--- src/rtl/fifo_word_assembler.sv ---
// fifo_word_assembler: drains bytes from the async FIFO read side and packs
// four consecutive bytes into a little-endian 32-bit word. Each word is then
// offered downstream on a valid/ready handshake.
// Optional feature macro: FWA_TIMEOUT_EN. When it is defined, a partial word
// is flushed after TIMEOUT_CYCLES idle cycles, and out_be marks the filled lanes.
module fifo_word_assembler (
  input  logic        rd_clk,
  input  logic        reset_n,
  input  logic        fifo_empty,
  input  logic [7:0]  fifo_data,
  output logic        fifo_rd,
  input  logic        clear,
  output logic [31:0] out_word,
  output logic [3:0]  out_be,
  output logic        out_valid,
  input  logic        out_ready
);

`ifdef FWA_TIMEOUT_EN
  // Idle cycles before a partial word is flushed; legal range 1..255.
  parameter int TIMEOUT_CYCLES = 16;
`endif

  // FILL: no word is held. HOLD: a complete or flushed word waits downstream.
  typedef enum logic {FILL = 1'b0, HOLD = 1'b1} state_t;

  state_t      state_r, state_s;
  logic [1:0]  byte_cnt_r;
  logic [31:0] work_r;
  logic [31:0] out_word_r;
  logic [3:0]  out_be_r;
  logic        rd_s;
  logic        capture_last_s;
  logic        transfer_s;
  logic        flush_s;

  assign out_valid = (state_r == HOLD);
  assign out_word  = out_word_r;
  assign out_be    = out_be_r;

  // The read strobe is gated by reset_n so the FIFO is never drained during reset.
  // It also stays low while a held word is backpressured, so at most one word is held.
  assign rd_s           = reset_n & ~fifo_empty & ~clear & (~out_valid | out_ready);
  assign fifo_rd        = rd_s;
  assign capture_last_s = rd_s & (byte_cnt_r == 2'd3);
  assign transfer_s     = out_valid & out_ready;

`ifdef FWA_TIMEOUT_EN
  logic [7:0] idle_cnt_r;
  logic       idle_s;

  // Lane-fill count to byte-enable mask for a flushed partial word.
  function automatic logic [3:0] lanes_be(input logic [1:0] cnt);
    logic [3:0] be;
    case (cnt)
      2'd1:    be = 4'h1;
      2'd2:    be = 4'h3;
      2'd3:    be = 4'h7;
      default: be = 4'h0;
    endcase
    return be;
  endfunction

  assign idle_s  = (byte_cnt_r != 2'd0) & fifo_empty & ~out_valid;
  assign flush_s = ~clear & idle_s & (idle_cnt_r == 8'(TIMEOUT_CYCLES - 1));

  // Idle counter: counts starved cycles while a partial word is pending.
  always_ff @(posedge rd_clk or negedge reset_n) begin
    if (!reset_n) begin
      idle_cnt_r <= 8'd0;
    end else if (clear || rd_s || flush_s) begin
      idle_cnt_r <= 8'd0;
    end else if (idle_s) begin
      idle_cnt_r <= idle_cnt_r + 8'd1;
    end else begin
      idle_cnt_r <= idle_cnt_r;
    end
  end
`else
  assign flush_s = 1'b0;
`endif

  // State register: FILL/HOLD mirrors out_valid.
  always_ff @(posedge rd_clk or negedge reset_n) begin
    if (!reset_n) begin
      state_r <= FILL;
    end else begin
      state_r <= state_s;
    end
  end

  // Next state: clear wins. A completion on a transfer edge keeps the state in HOLD.
  always_comb begin
    state_s = state_r;
    if (clear) begin
      state_s = FILL;
    end else if (capture_last_s || flush_s) begin
      state_s = HOLD;
    end else if (transfer_s) begin
      state_s = FILL;
    end else begin
      state_s = state_r;
    end
  end

  // Datapath: lane capture, word completion, flush and output-enable clearing.
  always_ff @(posedge rd_clk or negedge reset_n) begin
    if (!reset_n) begin
      byte_cnt_r <= 2'd0;
      work_r     <= 32'd0;
      out_word_r <= 32'd0;
      out_be_r   <= 4'h0;
    end else if (clear) begin
      byte_cnt_r <= 2'd0;
      work_r     <= 32'd0;
      out_word_r <= 32'd0;
      out_be_r   <= 4'h0;
    end else if (rd_s) begin
      if (byte_cnt_r == 2'd3) begin
        out_word_r <= {fifo_data, work_r[23:0]};
        out_be_r   <= 4'hF;
        work_r     <= 32'd0;
        byte_cnt_r <= 2'd0;
      end else begin
        work_r[{byte_cnt_r, 3'b000} +: 8] <= fifo_data;
        byte_cnt_r <= byte_cnt_r + 2'd1;
        if (transfer_s) begin
          out_be_r <= 4'h0;
        end else begin
          out_be_r <= out_be_r;
        end
      end
    end else if (flush_s) begin
`ifdef FWA_TIMEOUT_EN
      out_word_r <= work_r;
      out_be_r   <= lanes_be(byte_cnt_r);
      work_r     <= 32'd0;
      byte_cnt_r <= 2'd0;
`else
      out_be_r   <= out_be_r;
`endif
    end else if (transfer_s) begin
      out_be_r <= 4'h0;
    end else begin
      out_be_r <= out_be_r;
    end
  end

endmodule

--- config.mk ---
export PLATFORM = sky130hd
export DESIGN_NAME = fifo_word_assembler
export DESIGN_NICKNAME = d
export VERILOG_FILES = /design/src/rtl/fifo_word_assembler.sv
export SDC_FILE = /design/constraint.sdc
export NUM_CORES = 1
export LEC_CHECK = 0
export BUFFER_PORTS_ARGS = -buffer_cell sky130_fd_sc_hd__buf_2
export CAP_MARGIN = 20
export CORE_AREA = 4 4 79 81
export DETAILED_ROUTE_END_ITERATION = 6
export DIE_AREA = 0 0 83 85
export PLACE_DENSITY = 0.84
export SLEW_MARGIN = 25
export SYNTH_ARGS = -nofsm -noshare
export SYNTH_HDL_FRONTEND = slang
export SYNTH_SLANG_ARGS = --single-unit
--- constraint.sdc ---
create_clock -name rd_clk -period 2.08 [get_ports rd_clk]
set_input_delay 0.624 -clock rd_clk [delete_from_list [all_inputs] [get_ports rd_clk]]
set_output_delay 0.624 -clock rd_clk [all_outputs]
set_load 0.01 [all_outputs]
==> results of run 1 <==
==> path summary, 6_finish.rpt <==
path | startpoint | to | slack, ns
min in group rd_clk | work_r[14] | work_r[14] | 0.49
max in group asynchronous | reset_n | byte_cnt_r[0] | 1.05
hold / removal | reset_n | out_be[0] | 0.49
setup / recovery | byte_cnt_r[0] | work_r[4] | 0.07
hold reg to reg | work_r[14] | work_r[14] | 0.49
setup reg to reg | byte_cnt_r[0] | work_r[4] | 0.07
==> report_power, final <==
group / total, uW / internal [uW] / leakage (uW) / switching, uW
clock network: 1180 / 702 / 0.000116 / 474
registers: 1240 / 1230 / 0.000876 / 7.93
logic: 157 / 52.9 / 0.000644 / 104
==> metal layers <==
layer  vias up  routed length, um
li1        936                  -
met1      1060               2790
met3        11                449
met4         0                140
met2        82               3190
met5         -                  0
==> Yosys cell counts, types with 3 or more instances <==
library cell | instances | area, um^2
dfrtp_1 | 63 | 1580
a22o_1 | 32 | 280
o21ai_0 | 17 | 85.1
inv_1 | 11 | 41.3
clkbuf_1 | 10 | 37.5
nand4_1 | 9 | 56.3
a32o_1 | 8 | 80.1
a21oi_1 | 7 | 35.0
and4b_1 | 7 | 70.1
o311ai_0 | 7 | 61.3
ha_1 | 5 | 62.6
nand2_1 | 5 | 18.8
buf_2 | 3 | 15.0
nor2_1 | 3 | 11.3
nor2b_1 | 3 | 18.8
==> logic make-up after synthesis <==
| family | Yosys count | share of synthesized area |
|---|---|---|
| AOI/OAI and AO/OA | 77 | 0.226 |
| adders and majority gates | 5 | 0.0237 |
| buffers and inverters | 27 | 0.0427 |
| DFF | 63 | 0.597 |
| and+or+nand+nor | 40 | 0.110 |
==> registers in the layout, indices dropped and copies added (netlist names) <==
signal and cells:
work_r 24, out_word 32, out_valid 1, byte_cnt_r 2, out_be 4
==> cell type report <==
type / count / share of cell area
flip-flops and latches: 63 / 0.484
multi-input cells: 122 / 0.295
inverters: 12 / 0.0138
clock inverters: 6 / 0.0257
clock buffers: 10 / 0.0422
repair buffers: 65 / 0.112
well taps: 72 / 0.0276
==> worst reg2reg max path, stage by stage, from the launching register on <==
cell	delay [ns]
dfrtp_2	0.42
inv_1	0.07
ha_1	0.34
or4b_4	0.54
nor4_4	0.29
buf_6	0.16
a22o_1	0.13
==> per-stage QoR <==
| step | power (uW) | hold WS, ns | cell area, um^2 | TNS [ns] | cells |
|---|---|---|---|---|---|
| floorplan | 1330 | 0.328 | 2640 | 0 | 212 |
| global placement | 1410 | 0.477 | 3010 | -0.448 | 331 |
| detailed placement | 1410 | 0.481 | 3010 | -3.80 | 331 |
| CTS | 2580 | 0.497 | 3230 | 0 | 347 |
| global route | 2660 | 0.512 | 3260 | 0 | 350 |
| finish | 2580 | 0.494 | 3260 | 0 | 350 |
==> repair_timing <==
| item | CTS | global route |
|---|---|---|
| endpoints found under the setup margin | 0 | 20 |
| resized for setup | 0 | 4 |
| hold buffers | 0 | 0 |
| setup buffers | 0 | 3 |
==> results.cfg, run 1 <==
[run_status]
outcome = finished, final reports clean

[drt]
drtIter0Drc = 174
drtPass1Iterations = 4
totalWireLength_um = 6570
ant_nets = 0
post_drt_wl_per_cell_um = 18.8
vias_per_cell = 5.97
vias = 2089
remaining_drc_errors = 0

[clock_tree]
numCtsBuffers = 9
htreeDepth = 3
clockBufferDepth = 2
cts_tree = done
path_clk_slew_ns = 0.07
insertion_delay_ns = 0.35
cts_root_buffer = clkbuf_8
numClockSinks = 63

[grt]
use_met3 = 0.0680
grt_pass1_wl_um = 10600
gr-usage-met2 = 0.293
grt_pass1_vias = 2056
grt_overflow_total = 0
antenna_found_initial = 0
grt_busiest_layer = met2
grt_use_total = 0.195
grt_use_met1 = 0.257
grt_max_degree = 64

[timing]
clock.fmax_mhz = 498
postLayoutSetupSlackWorst_ns = 0.0736
maxSlewHeadroom = 0.489
worst_pin_slew_ns = 0.766
slew_violations = 0
fin_crit_sh = 0.965
hold_viol_final = 0
finalSetupViolations = 0
period_minus_slack_ns = 2.01
worst_clock_skew_ns = 0.0110
rsz0062_at_grt = false

[layout]
final_cell_mix = dfrtp_1, buf_2, a22o_1, o21ai_0, buf_4
antennaDiodeCount = 0
postLayoutCoreUtil = 0.596
seqCellArea_um2 = 1580
syn2layout_area_growth_pct = 23.6
multi_input_area_um2 = 961
layout-drive-gt1-share = 0.324
mostFrequentLayoutCell = dfrtp_1
layout.nets = 291
fill_cells = 438

[job]
max_cap_violations = 0

[synth]
seq_area_frac_synth = 0.597
ys_async_sr_fraction = 1.00
ys_ff_latch = 63
synth_warnings = 0
synthFlopType = dfrtp_1
synth_nets = 230
syn_inst = 212
syn-cell-area_um2 = 2640
synth_edf_count = 0
avgSynthCellArea_um2 = 12.4
synth_cell_type_count = 31

[floorplanning]
dieArea_um2 = 7060
core_um2 = 5470
die_h_um = 85
rows = 27
initial_utilization = 0.482
dieWidth_um = 83
num_io_pins = 51

[place]
place_hpwl_um = 4260
dpl_worst_slack_ns = -0.260
io_buffers = 50
routabilityCongestion = 0.902

[critical_path]
crit_fanout = 8
critPathCaptureType = flip-flop
max_stage_delay_ns = 0.54
crit_chain = inv_1 > ha_1 > or4b_4 > nor4_4 > buf_6 > a22o_1
arrival_ns = 2.29
critPathTopFamily = simple AND/OR/NAND/NOR gates
criticalPathCategory = reg2reg
slowest_stage = or4b_4
crit_required_ns = 2.37
startpoint_type = flip-flop
rr_worst_depth = 6
crit_buf_inv = 2
crit_cells = 6

[power]
cellLeakagePower_uw = 0.00164
vdd_drop_max_mv = 0.456
power_density_nw_per_um2 = 790

[hold_path]
hp-class = in2async
Power figures use the tool's default switching activity.
==> run 2: changes to the inputs <==
BUFFER_PORTS_ARGS = not set   (was -buffer_cell sky130_fd_sc_hd__buf_2)
CORE_AREA = 4 4 77 79   (was 4 4 79 81)
DIE_AREA = 0 0 81 83   (was 0 0 83 85)
DONT_BUFFER_PORTS = 1   (was not set)
PLACE_DENSITY = 0.79   (was 0.84)
==> results.cfg, run 2 (synthesis results as in run 1) <==
[critical_path]
r2r_slack_ns = 0.05
crit_fanout = 7
arrival_ns = 2.30
startpoint_type = flip-flop
r2r-start = byte_cnt_r[1]
crit_required_ns = 2.35
startpoint = byte_cnt_r[1]
criticalPathCategory = reg2reg
critPathCaptureType = flip-flop

[clock_tree]
numCtsBuffers = 9
path_clk_slew_ns = 0.07
numClockSinks = 63
clockBufferDepth = 2
cts_tree = done
cts_root_buffer = clkbuf_8
insertion_delay_ns = 0.33
htreeDepth = 3

[layout]
layout.nets = 239
postLayoutCoreUtil = 0.556
antennaDiodeCount = 0
postLayoutCellArea_um2 = 2970
final_cell_mix = dfrtp_1, a22o_1, o21ai_0, buf_4, inv_1
fill_cells = 464
largest_reg_flops = 32
mostFrequentLayoutCell = dfrtp_1
syn2layout_area_growth_pct = 12.5
layout-drive-gt1-share = 0.164

[job]
max_cap_violations = 0

[grt]
grt_use_total = 0.194
grt_overflow_total = 0
antenna_found_initial = 0
grt_max_degree = 66
grt_pass1_vias = 1923
grt_pass1_wl_um = 9940

[drt]
remaining_drc_errors = 0
vias = 1855
totalWireLength_um = 5970
ant_nets = 0
post_drt_wl_per_cell_um = 20.0
vias_per_cell = 6.22
drtPass1Iterations = 4
drtIter0Drc = 216

[timing]
clock.fmax_mhz = 493
worst_pin_slew_ns = 0.534
maxSlewHeadroom = 0.641
worst_clock_skew_ns = 0.00929
period_minus_slack_ns = 2.03
finalSetupViolations = 0
slew_violations = 0
hold_viol_final = 63
fin_crit_sh = 0.975
hold_ws_ns = -0.0256
rsz0062_at_grt = false
postLayoutSetupSlackWorst_ns = 0.0515
fin_tns_setup_ns = 0

[floorplanning]
core_um2 = 5340
initial_utilization = 0.494
num_io_pins = 51
rows = 27
dieWidth_um = 81
die_h_um = 83
dieArea_um2 = 6720

[run_status]
outcome = finished with violations
violations = negative hold slack

[place]
place_area_um2 = 2750
dpl_worst_slack_ns = 0.0277
io_buffers = 0
routabilityCongestion = 0.821
place_hpwl_um = 4050

[power]
power_density_nw_per_um2 = 794
p_sw_uw = 531
clkPwrFrac = 0.430
vdd_drop_max_mv = 0.350
p_comb_frac = 0.043
swShare = 0.225
cellLeakagePower_uw = 0.00135
pwr-share-seq = 0.527
p_int_uw = 1830

[hold_path]
hp-class = in2async
## run 2: per-stage QoR
step	hold WS [ns]	power [uW]	instances
after floorplan	0.328	1330	212
after global placement	0.330	1360	280
after detailed placement	0.330	1360	280
after CTS	-0.0422	2360	296
after global routing	-0.0515	2450	298
final	-0.0256	2360	298
## run 2: routing by layer
layer,vias up,track usage,wire length (um)
met5,-,0,0
met4,0,0.0998,108
met3,11,0.0510,285
met2,45,0.293,3080
met1,960,0.254,2500
li1,839,-,-
## run 2: what timing repair did
item,CTS,global route
endpoints found under the hold margin,63,63
endpoints found under the setup margin,0,17
buffers inserted,0,2
resized for setup,0,3
## run 2: path summary, 6_finish.rpt
| kind | end | cells past startpoint |
|---|---|---|
| worst max-delay path | work_r[5] | 6 |
| worst min-delay path | out_word[0] | 0 |
| worst max register to register | work_r[5] | 6 |
| worst min register to register | out_word[13] | 1 |
| max in group asynchronous | out_be[0] | 0 |
| min in group rd_clk | out_be[2] | 1 |
## run 2: final cells by class
class	count	area, um^2	area share
tap	72	90.1	0.0304
inverter	12	45.0	0.0152
clock buffer	10	128	0.0430
clock inverter	6	61.3	0.0207
multi-input combinational	122	968	0.326
timing repair buffer	13	97.6	0.0329
sequential	63	1580	0.532
## run 2: worst max-delay path: stages (launching register included)
cell     delay (ns)
dfrtp_1        0.39
buf_4          0.15
ha_1           0.23
or4b_4         0.56
nor4_4         0.30
buf_4          0.19
a22o_1         0.14
## run 2: power by group through the flow
stage	combinational (uW)	clock (uW)	sequential (uW)
2_1_floorplan	70.2	0	1260
3_3_place_gp	91.8	0	1260
3_5_place_dp	94.6	0	1270
4_1_cts	95.2	1030	1240
5_1_grt	111	1100	1240
6_report	102	1010	1240
==> run 3: changes to the inputs <==
CORE_AREA = 4 4 92 94   (was 4 4 77 79)
DIE_AREA = 0 0 96 98   (was 0 0 81 83)
PLACE_DENSITY = 0.61   (was 0.79)
==> results.cfg, run 3 (synthesis results as in run 1) <==
[grt]
antenna_found_initial = 0
grt_pass1_wl_um = 10400
grt_max_degree = 66
grt_overflow_total = 0
grt_pass1_vias = 1827
grt_use_total = 0.146

[drt]
met3WireLength_um = 290
ant_nets = 0
met1_length_um = 2840
post_drt_wl_per_cell_um = 19.5
wl_met2_um = 3110
routed.top_layer = met4
drtPass1Iterations = 4
drtIter0Drc = 171
remaining_drc_errors = 0
vias = 1770
vias_per_cell = 5.41
totalWireLength_um = 6380

[critical_path]
arrival_ns = 2.20
rr_worst_depth = 6
r2r_slack_ns = 0.15
crit_required_ns = 2.35
criticalPathCategory = reg2reg
r2r-start = byte_cnt_r[0]
max_stage_delay_ns = 0.54
worstReg2RegEnd = work_r[7]
startpoint_type = flip-flop
crit_chain = inv_1 > ha_1 > or4b_4 > nor4_4 > buf_4 > a22o_1
slowest_stage = or4b_4
critPathCaptureType = flip-flop
crit_fanout = 8

[timing]
worst_clock_skew_ns = 0.00989
period_minus_slack_ns = 1.93
postLayoutSetupSlackWorst_ns = 0.148
worst_pin_slew_ns = 0.493
maxSlewHeadroom = 0.670
slew_violations = 0
finalSetupViolations = 0
fin_tns_setup_ns = 0
hold_ws_ns = -0.0308
fin_crit_sh = 0.929
hold_viol_final = 63
rsz0062_at_grt = false
clock.fmax_mhz = 518

[power]
cellLeakagePower_uw = 0.00134
vdd_drop_max_mv = 0.268
power_density_nw_per_um2 = 798

[clock_tree]
post_cts_buffers = 0
cts_tree = done
insertion_delay_ns = 0.34
clockBufferDepth = 2
numClockSinks = 63
cts_root_buffer = clkbuf_8
path_clk_slew_ns = 0.08
htreeDepth = 3
numCtsBuffers = 9

[layout]
layout-drive-gt1-share = 0.156
postLayoutCoreUtil = 0.391
layout.cells.non_filler = 327
mostFrequentLayoutCell = dfrtp_1
postLayoutCellArea_um2 = 2990
syn2layout_area_growth_pct = 13.4
largest_reg_flops = 32
final_cell_mix = dfrtp_1, a22o_1, o21ai_0, buf_4, inv_1
layout.nets = 238
antennaDiodeCount = 0

[place]
io_buffers = 0
routabilityCongestion = 0.879
place_area_um2 = 2800
dpl_worst_slack_ns = 0.107
place_hpwl_um = 4260
placed_cells = 311

[floorplanning]
initial_utilization = 0.345
rows = 32
die_h_um = 98
num_io_pins = 51
core_um2 = 7650
dieWidth_um = 96
dieArea_um2 = 9410

[hold_path]
hp-class = in2async

[job]
max_cap_violations = 0

[run_status]
violations = negative hold slack
outcome = finished with violations
run 3: cell count changes in the layout (fill, tap and decap cells not counted):
| cell | change |
|---|---|
| ha_1 | +1 |
| buf_4 | -1 |
| clkinv_4 | -1 |
| clkbuf_1 | -1 |
| ha_4 | -1 |
| inv_2 | -1 |
| clkinv_2 | -1 |
| inv_1 | +1 |
| clkinvlp_4 | +2 |
| inv_6 | +1 |
run 3: through the flow:
stage          power (uW)  hold slack (ns)
6_report             2390          -0.0308
5_1_grt              2470          -0.0472
4_1_cts              2410          -0.0403
3_5_place_dp         1360            0.330
3_3_place_gp         1360            0.330
2_1_floorplan        1330            0.328
run 3: worst max-delay path: cells and delay by family (launching register included):
kind | cells | cell delay, ns
and+or+nand+nor | 2 | 0.68
DFF | 1 | 0.44
buffers and inverters | 2 | 0.34
adders and majority gates | 1 | 0.29
AOI/OAI and AO/OA | 1 | 0.13
run 3: per-layer routing:
layer  GRT usage  vias to the layer above
met3      0.0393                       10
met1       0.190                      900
met5           0                        -
met4      0.0624                        0
met2       0.225                       30
li1            -                      830
run 3: worst max-delay path by stage:
stage                        from         to  slack (ns)  cells after the start
global placement    byte_cnt_r[0]  work_r[3]        0.17                      6
floorplan              fifo_empty    fifo_rd        0.04                      4
CTS                 byte_cnt_r[0]  work_r[0]        0.09                      6
global route        byte_cnt_r[0]  work_r[7]        0.05                      6
finish              byte_cnt_r[0]  work_r[7]        0.15                      6
detailed placement  byte_cnt_r[0]  work_r[0]        0.11                      6
run 3: final cells by class:
type / instances / area (um^2)
Fill cell: 728 / 4660
Sequential cell: 63 / 1580
Multi-Input combinational cell: 122 / 956
Tap cell: 102 / 128
Clock buffer: 9 / 124
Timing Repair Buffer: 12 / 90.1
Clock inverter: 7 / 71.3
Inverter: 12 / 45.0
run 3: where the power goes:
group | switching [uW] | internal [uW]
combinational | 57.6 | 39.1
clock | 497 | 552
sequential | 7.92 | 1230
run 3: what timing repair did:
item                                    CTS  global route
endpoints found under the setup margin    0            10
gates resized for setup                   0             1
endpoints found under the hold margin    63            63
